===== config.mk =====
export PLATFORM = sky130hd
export DESIGN_NAME = instr_mem_loadable
export DESIGN_NICKNAME = d
export VERILOG_FILES = /design/src/rtl/instr_mem_loadable.sv
export SDC_FILE = /design/constraint.sdc
export NUM_CORES = 2
export LEC_CHECK = 0
export CAP_MARGIN = 0
export CORE_UTILIZATION = 60
export CTS_CLUSTER_DIAMETER = 80
export DETAILED_ROUTE_END_ITERATION = 6
export MAX_ROUTING_LAYER = met4
export PLACE_DENSITY = 0.77
export SKIP_LAST_GASP = 1
export SYNTH_ARGS = -nofsm -noshare
export SYNTH_HDL_FRONTEND = slang
export SYNTH_SLANG_ARGS = --single-unit
export TNS_END_PERCENT = 100

===== constraint.sdc =====
create_clock -name clk -period 7.9 [get_ports clk]
set_input_delay 2.37 -clock clk [delete_from_list [all_inputs] [get_ports clk]]
set_output_delay 2.37 -clock clk [all_outputs]
set_load 0.03 [all_outputs]

===== src/rtl/instr_mem_loadable.sv =====
// instr_mem_loadable: loadable synchronous instruction memory with registered read and streaming loader
// Ports:
//   clk, rst_n                      clock (rising edge), asynchronous active-low reset
//   read_enable, read_address       fetch request, sampled when stall is low
//   stall                           holds instruction/instr_valid/addr_error/parity_error
//   instruction, instr_valid        registered fetch result, valid one cycle after an accepted read
//   addr_error                      accepted address was >= DEPTH (instruction = NOP_WORD)
//   load_start, load_valid, load_data   loader control and auto-increment write stream
//   load_ready, load_done, load_count   loader status, words written since last load_start
//   parity_inject, parity_error     parity test hook and flag, active only with INSTR_MEM_PARITY_EN
// Optional feature macro: INSTR_MEM_PARITY_EN (per-word even parity bit stored on load)
module instr_mem_loadable #(
  parameter int DATA_WIDTH = 32,
  parameter int DEPTH = 64,
  parameter int ADDR_WIDTH = 6,
  parameter logic [DATA_WIDTH-1:0] NOP_WORD = '0
) (
  input  logic                  clk,
  input  logic                  rst_n,
  input  logic                  read_enable,
  input  logic [ADDR_WIDTH-1:0] read_address,
  input  logic                  stall,
  output logic [DATA_WIDTH-1:0] instruction,
  output logic                  instr_valid,
  output logic                  addr_error,
  input  logic                  load_start,
  input  logic                  load_valid,
  input  logic [DATA_WIDTH-1:0] load_data,
  output logic                  load_ready,
  output logic                  load_done,
  output logic [ADDR_WIDTH:0]   load_count,
  input  logic                  parity_inject,
  output logic                  parity_error
);
  typedef enum logic [1:0] {IDLE, LOADING, DONE} state_t;
  state_t state, state_nx;
  logic [ADDR_WIDTH:0] cnt;
  logic [DATA_WIDTH-1:0] mem [DEPTH];
  logic [ADDR_WIDTH-1:0] ptr;
  logic [DATA_WIDTH-1:0] rd_word;
  logic wr, in_range, byp;
  // the load pointer always equals the count of words written since load_start
  assign ptr = cnt[ADDR_WIDTH-1:0];
  assign load_count = cnt;
  // load_start wins over a same-cycle beat so a restart never writes
  assign wr = (state == LOADING) && load_valid && !load_start;
  assign in_range = {1'b0, read_address} < (ADDR_WIDTH+1)'(DEPTH);
  // write-first: a read hitting the word being loaded this edge sees the new data
  assign byp = wr && (read_address == ptr);
  assign rd_word = byp ? load_data : mem[read_address];
  always_comb begin
    state_nx = load_start ? LOADING : (wr && cnt == (ADDR_WIDTH+1)'(DEPTH-1)) ? DONE : state;
    load_ready = state == LOADING;
    load_done = state == DONE;
  end
  always_ff @(posedge clk or negedge rst_n)
    if (!rst_n) begin
      state <= IDLE;
      cnt <= '0;
    end else begin
      state <= state_nx;
      if (load_start) cnt <= '0;
      else if (wr) cnt <= cnt + 1'b1;
    end
  always_ff @(posedge clk)
    if (wr) mem[ptr] <= load_data;
  always_ff @(posedge clk or negedge rst_n)
    if (!rst_n) begin
      instruction <= NOP_WORD;
      instr_valid <= 1'b0;
      addr_error <= 1'b0;
    end else if (!stall) begin
      instr_valid <= read_enable;
      addr_error <= read_enable && !in_range;
      if (read_enable) instruction <= in_range ? rd_word : NOP_WORD;
    end
`ifdef INSTR_MEM_PARITY_EN
  logic par [DEPTH];
  logic rd_par;
  always_ff @(posedge clk)
    if (wr) par[ptr] <= ^load_data ^ parity_inject;
  assign rd_par = byp ? (^load_data ^ parity_inject) : par[read_address];
  always_ff @(posedge clk or negedge rst_n)
    if (!rst_n) parity_error <= 1'b0;
    else if (!stall) parity_error <= read_enable && in_range && (rd_par != ^rd_word);
`else
  logic unused_parity;
  assign unused_parity = parity_inject;
  assign parity_error = 1'b0;
`endif
endmodule


# Word-level counts from Yosys, hierarchy flattened
# Memories as Yosys holds them, arrays and structs flattened. A register that Yosys moved wholly into a read port is not among the register bits.
# Cells that the tools add are included.
[word_totals]
regBits = 10
latch_bits = 0
ramBits = 2048
romBits = 0
output_inout_bits = 44
word_cells = 23
memories = 1
[mem_list]
columns = ["name", "words", "word_bits", "read_ports", "rd_ports_with_merged_regs", "wr", "line_no", "rtl"]
rows = [
  ["mem", 64, 32, 1, 1, 1, "38", "logic [DATA_WIDTH-1:0] mem [DEPTH];"],
]
[classes]
addsub = 1
mul = 0
n_div = 0
order_cmp = 0
eq_ne = 3
shift = 0
n_mux = 6
bitwise_logic = 1
reduce_logical = 8
[op_table]
columns = ["cell", "count"]
rows = [
  ["7-bit two-way mux", 2],
  ["7-bit by 1-bit adder with 7-bit output, second input constant", 1],
  ["7-bit by 6-bit equality test with 1-bit output, second input constant", 1],
  ["2-bit two-way mux", 2],
  ["2-bit nonzero test", 2],
  ["1-bit logical AND", 3],
  ["2-bit by 1-bit equality test with 1-bit output, second input constant", 1],
  ["2-bit equality test, second input constant", 1],
  ["1-bit logical NOT", 2],
  ["1-bit two-way mux", 2],
  ["2-bit AND reduction", 1],
  ["1-bit inverter", 1],
]

# Depth between registers and ports, before layout
[logic_depth]
word_depth = 6
mapped_depth = 10

# Worst setup path after synthesis
# OpenSTA, ideal clock, no wires.
[synth_path]
path_type = "input port to flip-flop"
start = "in load_start"
end = "mem mem[62][0], enable pin"
setup_ns = 0.421
t_arrival_ns = 4.749
slack_ns = 2.730
cell_stages = 4
n_path_buf = 0
path_cell_list = "or4bb_1 -> nor2_1 -> nand3_1 -> nor2_1"
[synth_via]
elab_chain_len = 4
[synth_rtl]
columns = ["item", "line_no", "rtl"]
rows = [
  ["from (decl)", "26", "input logic load_start,"],
  ["1-bit logical NOT", "46", "assign wr = (state == LOADING) && load_valid && !load_start;"],
  ["1-bit logical AND", "46", ""],
  ["1-bit two-way mux", "66", "if (wr) mem[ptr] <= load_data;"],
  ["1-bit two-way mux (not written as such)", "66", ""],
  ["to (decl)", "38", ""],
]
# No other way between the ends.

# Worst setup path after layout
[layout_path]
start = "in load_start"
end = "mem mem[42][15], enable pin"
# Same word-level chain as after synthesis.

==> reports/metrics.csv <==
stage;metric;value;unit
cts;Root Buffer;clkbuf_16;
final_layout;Layout area overhead;12.0;%
timing;slew at the pin closest to its max-slew limit;1.33;ns
worst_setup_path;CP delay by family, top;simple AND/OR/NAND/NOR gates;
timing;Tmin final;5.54;ns
worst_setup_path;crit path kind;in -> reg;
logic_synthesis;EDFF count, synth;2048;
logic_synthesis;Commonest cells post-synth;edfxtp_1 (2048), mux4_2 (524), a22oi_1 (195), a21oi_1 (145), nor2_1 (110);
worst_setup_path;reg2reg setup slack;4.15;ns
detailed_routing;via count;39000;
status;status;completed;
final_layout;Non-Filler Instances;5606;
detailed_routing;drt wl/cell;34.7;um
place;dpl cells;5249;
worst_setup_path;Startpoint Class;input pin;
worst_setup_path;crit path capture type;flop;
cts;Num CTS Buffers;194;
floorplan;die width;367;um
global_route;pin count of the biggest net entering global routing;145;
logic_synthesis;ys async rst share;0.0201;
cts;CTS tree;done;
timing;max-slew violations;0;
logic_synthesis;Cells after Synth;3492;
detailed_routing;DRT Pass-1 Iters;6;
logic_synthesis;post-synthesis sequential area ratio;0.783;
logic_synthesis;post-synthesis cell type count;55;
logic_synthesis;Yosys top cell by area;edfxtp_1;
power;Leakage Power;27.6;nW
logic_synthesis;Post-Syn Area;79900;sq um
worst_setup_path;WP data required;8.40;ns
worst_setup_path;Buf/Inv on CP;2;
logic_synthesis;Synth Flop Type;edfxtp_1;
global_route;grt ovf;0;
cts;Resize count post-CTS;0;
place;Detailed Place HPWL;106000;um
worst_setup_path;worst-path cell chain;clkdlybuf4s50_1 > or4bb_1 > nor2_1 > nand2_1 > nor2_4 > buf_4;
global_route;overall routing resource usage;0.304;
global_route;number of global-route vias before repair;39800;
floorplan;total core area;132000;sq um
final_layout;nets;3736;
worst_setup_path;Crit path largest cell delay;1.12;ns
cts;Clk Latency, worst-skew pair;0.81;ns
cts;Max clock buf depth;3;
final_layout;layout cells sized above 1;0.277;
logic_synthesis;share of the synthesized area in the top cell type;0.770;
floorplan;Initial Util;0.606;
detailed_routing;Total Wirelength;195000;um
detailed_routing;Iter 0 DRT Violations;5742;
cts;cts hold-fix bufs;0;
logic_synthesis;YS warnings;0;
cts;clk slew on worst S/H paths;0.06;ns
detailed_routing;DR vias/cell;6.95;
logic_synthesis;Synth area leaders;edfxtp_1 (77%), mux4_2 (15%), a22oi_1 (1.8%);
timing;FMAX;181;MHz
timing;setup violators final;0;
logic_synthesis;syn avg cell area;22.9;sq um
floorplan;row count;133;
cts;CTS Sinks;2090;
run;max cap viols;0;
detailed_routing;remaining antenna violation count;0;
timing;final hold vios;0;
global_route;first-pass GRT wire length;280000;um
logic_synthesis;register bit count reported by yosys;2090;
final_layout;filler cell count;7773;
floorplan;chip height;367;um
worst_setup_path;Crit Path Max Fanout;23;
logic_synthesis;most frequent cell after synthesis;edfxtp_1;
power;Max VDD drop;0.246;mV
cts;postcts setup bufs;0;
place;global placement routability congestion;0.835;
global_route;initial antenna violation count;13;
timing;Post-Route Skew;0.0240;ns
hold_path;Hold Crit Class;reg -> reg;
worst_setup_path;Slowest cell on crit path;nor2_4;
timing;Slew Limit Headroom;0.111;
cts;H-tree Lvls;4;
timing;RSZ-0062 raised after global routing;no;
floorplan;Ports;89;
power;power per cell area;253;nW/um^2
timing;Final period util;0.701;
detailed_routing;Remaining DRCs;0;
timing;Fin Setup TNS;0;ns
worst_setup_path;Worst Path Arrival;6.04;ns
floorplan;Die ar.;135000;sq um
place;IO Port Bufs;85;
flip-flops by register name, indices dropped and copies added, names as in the netlist:
name         flops
mem           2048
load_count       7
state            2
instruction     32
instr_valid      1
per-stage QoR:
stage	utilization	power [W]	cell area [sq um]	setup slack [ns]	hold WS [ns]
4_1_cts	0.678	0.0227	89400	2.44	0.591
3_3_place_gp	0.632	0.0136	83300	1.66	0.534
3_5_place_dp	0.632	0.0136	83300	1.55	0.544
5_1_grt	0.679	0.0231	89400	2.34	0.621
6_report	0.679	0.0226	89400	2.36	0.577
2_1_floorplan	-	0.0131	79900	2.73	0.523
final cells by class:
| cell class | instances | area, sq um | share of cell area |
|---|---|---|---|
| timing repair buffer | 209 | 1820 | 0.0204 |
| inverter | 3 | 11.3 | 0.000126 |
| multi-input combinational | 1192 | 16700 | 0.187 |
| clock inverter | 95 | 948 | 0.0106 |
| sequential | 2090 | 62600 | 0.699 |
| clock buffer | 257 | 5200 | 0.0582 |
| tap | 1755 | 2200 | 0.0246 |
| antenna | 5 | 12.5 | 0.000140 |
layer usage:
layer  track usage  up-vias  share of wire
met1         0.408    20500           0.36
met4        0.0938        0          0.029
met3        0.0676      439           0.12
met2         0.472     2712           0.49
met5             -        -              0
li1              -    15300              -
worst paths after layout:
check / from / endpoint / cells past startpoint
min reg2reg: instruction[1] / instruction[1] / 2
min in group asynchronous: rst_n / load_count[6] / 2
max in group asynchronous: rst_n / instruction[6] / 2
min: instruction[1] / instruction[1] / 2
max reg2reg: state[0] / mem[61][28] / 6
max: load_start / mem[42][15] / 6
cells by family (layout without fill, tap and decap cells):
| group | count (synthesis) | in the layout | share of synthesized area |
|---|---|---|---|
| mux | 563 | 563 | 0.153 |
| flops | 2090 | 2090 | 0.783 |
| buf+inv | 211 | 564 | 0.0143 |
| fa+ha+maj | 1 | 1 | 0.000157 |
| other cells | 1 | 7 | 0.0000470 |
| xor+xnor | 12 | 12 | 0.00132 |
| compound gates | 400 | 400 | 0.0358 |
| simple gates | 214 | 214 | 0.0123 |
power breakdown:
part | switching (W) | total [W] | internal (W)
Sequential | 0.0000580 | 0.0123 | 0.0122
Combinational | 0.000705 | 0.00112 | 0.000419
Clock | 0.00399 | 0.00919 | 0.00521
placed cells by master, fill, tap and decap left out, drive strengths merged, types with 3 or more instances in the layout:
cell type      instances
nand3                  9
bufinv                18
a221oi                 6
diode                  5
clkbuf               257
xor2                   9
buf                  161
clkinv                69
nand2b                 7
nand3b                 3
edfxtp              2048
a2bb2oi                5
nand4                  7
xnor2                  3
clkinvlp               6
and2                   3
o21ai                  4
a22oi                195
inv                    5
mux2                  16
mux4                 524
and4                   3
nor3                   3
nand2                 43
nor4                   5
mux2i                 23
nor2                 110
dfrtp                 42
o41ai                 23
clkdlybuf4s50         48
o211ai                 8
a211o                  3
a21oi                145
nor2b                 11
tightest hold or removal path, stage by stage (launching register included):
cell and delay, ns:
dfrtp_1 0.37, nor2_1 0.06, a21oi_1 0.11
No activity file was read; power rests on OpenSTA's default activity.
